--- config.mk ---
export PLATFORM = sky130hd
export DESIGN_NAME = axis_image_sink_flat
export DESIGN_NICKNAME = d
export VERILOG_FILES = /design/src/rtl/axis_image_sink_pkg.sv /design/src/rtl/axis_image_sink_if.sv /design/src/rtl/axis_image_sink.sv /design/src/flat_wrapper.sv
export SDC_FILE = /design/constraint.sdc
export NUM_CORES = 1
export LEC_CHECK = 0
export CAP_MARGIN = 25
export CORE_UTILIZATION = 40
export CTS_CLUSTER_DIAMETER = 40
export DETAILED_ROUTE_END_ITERATION = 16
export MAX_ROUTING_LAYER = met4
export PLACE_DENSITY = 0.65
export SLEW_MARGIN = 20
export SYNTH_ARGS = -nofsm -noshare
export SYNTH_HDL_FRONTEND = slang
export SYNTH_SLANG_ARGS = --single-unit
--- constraint.sdc ---
create_clock -name clk -period 5.5 [get_ports clk]
set_input_delay 1.1 -clock clk [delete_from_list [all_inputs] [get_ports clk]]
set_output_delay 1.1 -clock clk [all_outputs]
set_load 0.01 [all_outputs]
--- src/rtl/axis_image_sink_pkg.sv ---
// Shared definitions for the AXI-Stream image sink: FSM state encoding,
// pixel width written to frame memory, and the line-length helper.
package cnn_axis_pkg;

  typedef enum logic [1:0] {
    ST_IDLE     = 2'd0,
    ST_WAIT_SOF = 2'd1,
    ST_RECV     = 2'd2,
    ST_DONE     = 2'd3
  } sink_state_t;

  // Only the low byte of each beat is stored in frame memory.
  localparam int PIXEL_WIDTH = 8;

  // One beat carries one byte, so a line is cols * channels beats long.
  function automatic int line_beats(input int cols, input int channels);
    return cols * channels;
  endfunction

endpackage

--- src/rtl/axis_image_sink_if.sv ---
// AXI-Stream video-style channel: tuser marks start of frame, tlast end of line.
interface axis_image_sink_if #(
  parameter int DATA_WIDTH = 32
) ();

  logic                  tvalid;
  logic [DATA_WIDTH-1:0] tdata;
  logic                  tlast;
  logic                  tuser;
  logic                  tready;

  modport master (output tvalid, output tdata, output tlast, output tuser, input tready);
  modport slave  (input tvalid, input tdata, input tlast, input tuser, output tready);

endinterface

--- src/rtl/axis_image_sink.sv ---
// Captures one image frame from an AXI-Stream source into a byte-wide frame
// memory write port. Frames are armed by enable, aligned on tuser, and line
// boundaries are enforced by a column counter with sticky error reporting
// whenever tlast disagrees with the expected line length.
module axis_image_sink
  import cnn_axis_pkg::*;
#(
  parameter int C_S_AXIS_TDATA_WIDTH = 32,
  parameter int IMG_COLS             = 28,
  parameter int IMG_ROWS             = 28,
  parameter int IMG_CHANNELS         = 1,
  parameter int ADDR_WIDTH           = 16
) (
  input  logic                   clk,
  input  logic                   reset,
  axis_image_sink_if.slave       s_axis,
  input  logic                   enable,
  input  logic                   err_clear,
  output logic                   wr_en,
  output logic [ADDR_WIDTH-1:0]  wr_addr,
  output logic [PIXEL_WIDTH-1:0] wr_data,
  output logic                   frame_done,
  output logic                   busy,
  output logic [15:0]            frame_count,
  output logic [15:0]            drop_count,
  output logic                   err_sof,
  output logic                   err_eol
);

  localparam int LINE_BEATS = line_beats(IMG_COLS, IMG_CHANNELS);
  localparam logic [ADDR_WIDTH-1:0] LB_A     = ADDR_WIDTH'(LINE_BEATS);
  localparam logic [ADDR_WIDTH-1:0] LAST_COL = ADDR_WIDTH'(LINE_BEATS - 1);
  localparam logic [ADDR_WIDTH-1:0] LAST_ROW = ADDR_WIDTH'(IMG_ROWS - 1);

  sink_state_t           state_reg;
  logic [ADDR_WIDTH-1:0] row_reg;
  logic [ADDR_WIDTH-1:0] col_reg;

  logic [C_S_AXIS_TDATA_WIDTH-1:0] tdata_w;
  logic                            unused_tdata_hi;

  logic                  accept;
  logic                  take_pixel;
  logic                  drop_beat;
  logic                  last_col;
  logic                  line_close;
  logic                  eol_bad;
  logic                  last_row;
  logic [ADDR_WIDTH-1:0] eff_row;
  logic [ADDR_WIDTH-1:0] eff_col;
  logic [ADDR_WIDTH-1:0] pix_addr;

  // Upper data bits carry nothing we store; fold them away explicitly.
  assign tdata_w = s_axis.tdata;
  generate
    if (C_S_AXIS_TDATA_WIDTH > PIXEL_WIDTH) begin : g_hi_bits
      assign unused_tdata_hi = ^tdata_w[C_S_AXIS_TDATA_WIDTH-1:PIXEL_WIDTH];
    end else begin : g_no_hi_bits
      assign unused_tdata_hi = 1'b0;
    end
  endgenerate

  // Ready is a pure decode of the state register so it never depends on tvalid.
  assign s_axis.tready = (state_reg == ST_WAIT_SOF) || (state_reg == ST_RECV);
  assign busy          = (state_reg == ST_RECV) || (state_reg == ST_DONE);

  assign accept     = s_axis.tvalid && s_axis.tready;
  assign take_pixel = accept && ((state_reg == ST_RECV) ||
                                 ((state_reg == ST_WAIT_SOF) && s_axis.tuser));
  assign drop_beat  = accept && (state_reg == ST_WAIT_SOF) && !s_axis.tuser;

  // A start-of-frame beat always lands at pixel 0, whether it opens the frame
  // or restarts one already in progress.
  assign eff_row    = s_axis.tuser ? '0 : row_reg;
  assign eff_col    = s_axis.tuser ? '0 : col_reg;
  assign pix_addr   = eff_row * LB_A + eff_col;
  assign last_col   = (eff_col == LAST_COL);
  assign line_close = last_col || s_axis.tlast;
  assign eol_bad    = (last_col != s_axis.tlast);
  assign last_row   = (eff_row == LAST_ROW);

  // Frame-memory write port: one registered write per accepted pixel beat.
  always_ff @(posedge clk) begin
    if (reset) begin
      wr_en   <= 1'b0;
      wr_addr <= '0;
      wr_data <= '0;
    end else begin
      wr_en <= take_pixel;
      if (take_pixel) begin
        wr_addr <= pix_addr;
        wr_data <= tdata_w[PIXEL_WIDTH-1:0];
      end
    end
  end

  // Frame FSM with row/column tracking, counters and sticky error flags.
  always_ff @(posedge clk) begin
    if (reset) begin
      state_reg   <= ST_IDLE;
      row_reg     <= '0;
      col_reg     <= '0;
      frame_done  <= 1'b0;
      frame_count <= '0;
      drop_count  <= '0;
      err_sof     <= 1'b0;
      err_eol     <= 1'b0;
    end else begin
      frame_done <= 1'b0;
      // Clear first so that a new error in the same cycle overrides it.
      if (err_clear) begin
        err_sof <= 1'b0;
        err_eol <= 1'b0;
      end
      case (state_reg)
        ST_IDLE: begin
          if (enable) begin
            state_reg <= ST_WAIT_SOF;
          end
        end
        ST_WAIT_SOF, ST_RECV: begin
          if (drop_beat && (drop_count != 16'hFFFF)) begin
            drop_count <= drop_count + 16'd1;
          end
          if (take_pixel) begin
            if ((state_reg == ST_RECV) && s_axis.tuser) begin
              err_sof <= 1'b1;
            end
            if (eol_bad) begin
              err_eol <= 1'b1;
            end
            if (line_close) begin
              col_reg <= '0;
              if (last_row) begin
                row_reg     <= '0;
                state_reg   <= ST_DONE;
                frame_done  <= 1'b1;
                frame_count <= frame_count + 16'd1;
              end else begin
                row_reg   <= eff_row + 1'b1;
                state_reg <= ST_RECV;
              end
            end else begin
              col_reg   <= eff_col + 1'b1;
              row_reg   <= eff_row;
              state_reg <= ST_RECV;
            end
          end
        end
        ST_DONE: begin
          state_reg <= enable ? ST_WAIT_SOF : ST_IDLE;
        end
        default: begin
          state_reg <= ST_IDLE;
        end
      endcase
    end
  end

endmodule

--- src/flat_wrapper.sv ---
// flat-port wrapper written by rule: the top's interface ports become plain ports
module axis_image_sink_flat import cnn_axis_pkg::*;
#(
  parameter int C_S_AXIS_TDATA_WIDTH = 32,
  parameter int IMG_COLS             = 28,
  parameter int IMG_ROWS             = 28,
  parameter int IMG_CHANNELS         = 1,
  parameter int ADDR_WIDTH           = 16
)
  (clk, reset, enable, err_clear, wr_en, wr_addr, wr_data, frame_done, busy, frame_count, drop_count, err_sof, err_eol, s_axis_tvalid, s_axis_tdata, s_axis_tlast, s_axis_tuser, s_axis_tready);
  axis_image_sink_if #(.DATA_WIDTH((32))) s_axis_i ();
  input  logic clk;
  input  logic reset;
  input  logic enable;
  input  logic err_clear;
  output logic wr_en;
  output logic [ADDR_WIDTH-1:0] wr_addr;
  output logic [PIXEL_WIDTH-1:0] wr_data;
  output logic frame_done;
  output logic busy;
  output logic [15:0] frame_count;
  output logic [15:0] drop_count;
  output logic err_sof;
  output logic err_eol;
  input wire logic [$bits(s_axis_i.tvalid)-1:0] s_axis_tvalid;
  input wire logic [$bits(s_axis_i.tdata)-1:0] s_axis_tdata;
  input wire logic [$bits(s_axis_i.tlast)-1:0] s_axis_tlast;
  input wire logic [$bits(s_axis_i.tuser)-1:0] s_axis_tuser;
  output wire logic [$bits(s_axis_i.tready)-1:0] s_axis_tready;
  assign s_axis_i.tvalid = s_axis_tvalid;
  assign s_axis_i.tdata = s_axis_tdata;
  assign s_axis_i.tlast = s_axis_tlast;
  assign s_axis_i.tuser = s_axis_tuser;
  assign s_axis_tready = s_axis_i.tready;
  axis_image_sink #(.C_S_AXIS_TDATA_WIDTH(C_S_AXIS_TDATA_WIDTH), .IMG_COLS(IMG_COLS), .IMG_ROWS(IMG_ROWS), .IMG_CHANNELS(IMG_CHANNELS), .ADDR_WIDTH(ADDR_WIDTH)) u_core (.clk(clk), .reset(reset), .s_axis(s_axis_i), .enable(enable), .err_clear(err_clear), .wr_en(wr_en), .wr_addr(wr_addr), .wr_data(wr_data), .frame_done(frame_done), .busy(busy), .frame_count(frame_count), .drop_count(drop_count), .err_sof(err_sof), .err_eol(err_eol));
endmodule
Word-level counts from Yosys, hierarchy flattened
Cells that the tools add are included.
{"block": "totals", "ff_bits": 94, "input_bits": 39, "out_inout_bits": 62, "wordCells": 68}
{"block": "classes", "n_addsub": 5, "multipliers": 1, "n_eq_ne": 9, "mux": 20, "bitwise_logic": 3, "n_reduce_logical": 19}
{"cell": "$mux W16", "count": 5}
{"cell": "$add A16 B1 Y16 const B", "count": 4}
{"cell": "$eq A16 B5 Y1 const B", "count": 2}
{"cell": "$add A16 B16 Y16", "count": 1}
{"cell": "$mul A16 B3 Y14 const B", "count": 1}
{"cell": "$ne A16 B16 Y1 const B", "count": 1}
{"cell": "$mux W1", "count": 12}
{"cell": "$logic_and A1 B1 Y1", "count": 7}
{"cell": "$pmux W2 S3", "count": 1}
{"cell": "$reduce_and A2 Y1", "count": 3}
{"cell": "$eq A2 B2 Y1 const B", "count": 2}
{"cell": "$logic_or A1 B1 Y1", "count": 4}
{"cell": "$mux W2", "count": 2}
{"cell": "$reduce_and A4 Y1", "count": 1}
{"cell": "$reduce_or A4 Y1", "count": 1}
{"cell": "$not A1 Y1", "count": 3}
{"cell": "$eq A2 B1 Y1 const B", "count": 1}
{"cell": "$logic_not A2 Y1", "count": 1}
{"cell": "$ne A2 B1 Y1 const B", "count": 1}
{"cell": "$ne A2 B2 Y1 const B", "count": 1}
{"cell": "$reduce_or A2 Y1", "count": 1}
{"cell": "$logic_not A1 Y1", "count": 1}
{"cell": "$ne A1 B1 Y1", "count": 1}

Longest topological paths before layout
{"block": "logic_depth", "depth_word": 7, "ltp_mapped": 24, "depth_no_buf": 20}

Worst setup path after synthesis
Ideal clock, no wire load.
{"block": "synth_path", "path_type": "input to register", "start": "input port s_axis_tuser", "end": "register u_core.wr_addr[14]", "setup_ps": 70, "t_arrival_ps": 5246, "required_ps": 5430, "slack_ps": 183, "cell_stages": 24, "path_buffers": 5, "cell_sequence": "buf_2 > buf_2 > buf_2 > clkbuf_1 > buf_2 > nor2_1 > ha_1 > ha_1 > inv_1 > fa_1 > nor2b_1 > o21ai_0 > a21boi_0 > o21ai_0 > nor2b_1 > xnor2_1 > ha_1 > nand3_1 > nor2_1 > a31oi_1 > a311oi_1 > xor2_1 > nand2_1 > a21oi_1"}
{"block": "synth_via", "elab_chain_cells": 3, "word_cells_on_any_way": 7, "classes_between": "add/sub: 1; mul: 1; mux: 2; reduce/logical: 3"}
{"item": "from (decl)", "line": "flat_wrapper.sv:28", "rtl": "input wire logic [$bits(s_axis_i.tuser)-1:0] s_axis_tuser;"}
{"item": "$mux W16 / $logic_and A1 B1 Y1 (equally long branches)", "line": "axis_image_sink.sv:74, axis_image_sink.sv:69"}
{"item": "$mul A16 B3 Y14 / $logic_or A1 B1 Y1 (equally long branches)", "line": "axis_image_sink.sv:76, axis_image_sink.sv:68"}
{"item": "$add A16 B16 Y16 / $logic_and A1 B1 Y1 (equally long branches)", "line": "axis_image_sink.sv:76, axis_image_sink.sv:68"}
{"item": "to (signal assigned)", "line": "axis_image_sink.sv:91", "rtl": "wr_addr <= pix_addr;"}
{"item": "to (decl)", "line": "axis_image_sink.sv:20", "rtl": "output logic [ADDR_WIDTH-1:0] wr_addr,"}
Several ways; a longest one is shown, not always the timed one.
A chain may end at the register's enable or synchronous reset.

Worst setup path after layout
Ends and elaborated chain as after synthesis.

==> impl_metrics.toml <==
[floorplan]
chipHeight_um = 124.7
fp.dieW_um = 124.7
initial_utilization_pct = 41.26
rows = 44
core_region_area_sq_um = 14590
io-pin-count = 101
floorplan.die_area_sq_um = 15540

[clock_tree]
clock_tree.htree_level_count = 3
cts_hold_repair.buffers = 0
cts_resized = 0
clkSlewWorstSetupHoldPaths_ns = 0.07
clk-insertion-delay-late_ns = 0.36
tritoncts.num_buffers = 9
clock_tree.buffer_depth = 2
root_buffer = "sky130_fd_sc_hd__clkbuf_16"
cts_post_setup_buffers_inserted = 0
tritoncts = "done"
cts.sink_count = 94

[logic_synthesis]
post_synth.cell_area_avg_sq_um = 7.910
syn_nets = 853
synth-edff-count = 0
ys_seq_area_share_pct = 31.26
netlist_area_sq_um = 6020
predominant_post_synthesis_flop_cell = "sky130_fd_sc_hd__dfxtp_1"
ys_async_sr_fraction_pct = 0
yosys_warnings = 0
syn-instance-count = 761
unique_cell_type_count_in_the_yosys_netlist = 57
yosys_register_bits = 94

[critical_path]
worst_path_most_repeated_cell = "sky130_fd_sc_hd__ha_1"
critPathSlowestCell = "sky130_fd_sc_hd__ha_1"
worstRegToRegCells = 20
worstSetupStartpointType = "primary input"
cp_slowest_stage_delay_ns = 0.36
crit-reg2reg-capture = "u_core.wr_addr[14]$_SDFFE_PP0P_"
worst-setup-path-type = "primary input to register"
reg2reg_slack_ns = 1.08
critical_path.reg2reg.startpoint = "u_core.row_reg[0]$_SDFFE_PP0P_"
worst_setup_path_end_kind = "register"
worst-endpoint-required_ns = 5.78
arrival_ns = 4.96
path_cells = "buf_2 -> nor2_1 -> ha_1 -> ha_1 -> inv_1 -> fa_1 -> nor2b_1 -> o21ai_0 -> a21boi_0 -> o21ai_0 -> nor2b_1 -> xnor2_1 -> ha_1 -> nand3_1 -> nor2_1 -> a31oi_1 -> a311oi_1 -> xor2_1 -> nand2_1 -> a21oi_1"
worstPathMaxFanout = 8
crit_path_start = "s_axis_tuser"

[cells_and_area]
num-fill-cells = 1445
area_delta_synth_final_pct = 19.31
final_nets = 909
layout.cells.most_common = "sky130_fd_sc_hd__dfxtp_1"
multi_input_gate_area_sq_um = 3890
regArea_sq_um = 1882
final_layout_size_suffix_gt1_share_pct = 5.109
mostFrequentLayoutCells = "sky130_fd_sc_hd__dfxtp_1, sky130_fd_sc_hd__nor2_1, sky130_fd_sc_hd__nand2_1, sky130_fd_sc_hd__clkdlybuf4s50_1, sky130_fd_sc_hd__a21oi_1"
num_antenna_cells = 0

[sta]
worst_rel_slew_slack_pct = 33.31
finalMaxSlewViolations = 0
timing.fmax_mhz = 213.8
period_minus_slack_ns = 4.677
max_slew.worst_pin.slew_ns = 1.000
rsz_0062_raised_after_global_routing = "no"
fin_skew_ns = 0.008039
fin_tns_setup_ns = 0
finalHoldViolCount = 0
fin_hold_ws_ns = 0.4511
setup_viol = 0
final.period_utilization_pct = 85.03

[global_routing]
gr-total-overflow = 0
first_pass_grt_wire_length_um = 23180
grt_start_max_net_pins = 99
antenna_violations_before_repair = 0
first_global_vias = 4857
groute.usage.overall_pct = 18.50

[flow_run]
drv_cap = 0

[placed_design]
place.detailed.hpwl_um = 9720
globalplace.congestion = 0.8450
portBuffers = 76

[hold_path]
holdPathStages = 2
whs_endpoint = "u_core.wr_data[6]$_SDFFE_PP0P_"
worstHoldPathType = "register to register"
hp-start = "u_core.wr_data[6]$_SDFFE_PP0P_"

[detailed_routing]
finalWirelength_um = 13640
drt_pre_antenna_iters = 5
drt_first_iter_violations = 235
via_cell_ratio = 5.340
dr_total_vias = 5372
wire_per_inst_um = 13.56
total_drc_errors_in_the_routed_layout = 0
final_antenna_net_count = 0

[power]
vdd_ir_drop_max_mv = 0.1669
leakagePower_nw = 2.818
powerDensity_nw_per_um2 = 193.4

[run_status]
status = "finished, final reports clean"
## logic make-up after synthesis
family | synth area share [%]
AND/OR/NAND/NOR | 28.54
adder cells (fa/ha/maj) | 11.76
XOR/XNOR | 8.002
buffers and inverters | 4.240
multiplexers | 0.1663
flip-flops | 31.26
AO/OA/AOI/OAI | 16.03
## where the power goes
group	switching [W]	total, W	internal (W)
combinational	0.0000510	0.0000830	0.0000320
sequential	0.00000376	0.000688	0.000684
clock	0.000301	0.000618	0.000316
total	0.000356	0.00139	0.00103
## final cells by class
| type | count | share of cell area, % |
|---|---|---|
| well taps | 184 | 3.206 |
| clock inverters | 7 | 0.8711 |
| multi-input cells | 606 | 54.16 |
| repair buffers | 83 | 11.22 |
| flip-flops and latches | 94 | 26.20 |
| clock buffers | 9 | 3.136 |
| inverters | 23 | 1.202 |
## metal layers
metal / global-route usage, % / vias up / share of wire, %
met5: - / - / 0
met4: 6.733 / 0 / 1.9
met3: 3.608 / 19 / 4.2
met2: 27.92 / 124 / 44
met1: 24.48 / 2456 / 50
li1: - / 2773 / -
## worst max-delay path, delay by kind of cell
kind	cells	cell delay, ns
AO/OA/AOI/OAI	6	1.26
adder cells (fa/ha/maj)	4	1.07
AND/OR/NAND/NOR	6	0.95
XOR/XNOR	2	0.36
buffers and inverters	2	0.22
## worst max-delay path by stage
stage,slack [ns],to
floorplan,0.18,u_core.wr_addr[14]$_SDFFE_PP0P_
global route,0.45,u_core.wr_addr[14]$_SDFFE_PP0P_
detailed placement,0.50,u_core.wr_addr[14]$_SDFFE_PP0P_
global placement,0.58,u_core.wr_addr[14]$_SDFFE_PP0P_
finish,0.82,u_core.wr_addr[14]$_SDFFE_PP0P_
CTS,0.86,u_core.wr_addr[14]$_SDFFE_PP0P_
## metrics by stage
stage | setup slack [ns] | cell area (sq um) | utilization [%] | total power [W] | instances
detailed placement | 0.5001 | 6894 | 47.26 | 0.0007878 | 990
floorplan | 0.1835 | 6020 | - | 0.0007566 | 761
global placement | 0.5757 | 6894 | 47.26 | 0.0007882 | 990
CTS | 0.8587 | 7182 | 49.23 | 0.001413 | 1006
global route | 0.4498 | 7182 | 49.23 | 0.001448 | 1006
finish | 0.8234 | 7182 | 49.23 | 0.001389 | 1006
## synthesized netlist by cell type, drive strengths merged (11+ instances only)
master   n  area (sq um)
or3     11         68.82
nor3    16         80.08
a21oi   72         364.1
o21ai   40         200.2
a21o    12         90.09
buf     14         78.82
xor2    20         175.2
nor2b   29         183.9
nor2    85         326.6
nand3   26         130.1
inv     23         86.33
and3    18         112.6
nand2   81         304.0
ha      47         588.1
clkbuf  24         90.09
nand4   12         81.33
xnor2   35         306.5
dfxtp   94          1882
(Power assumes the default switching activity.)
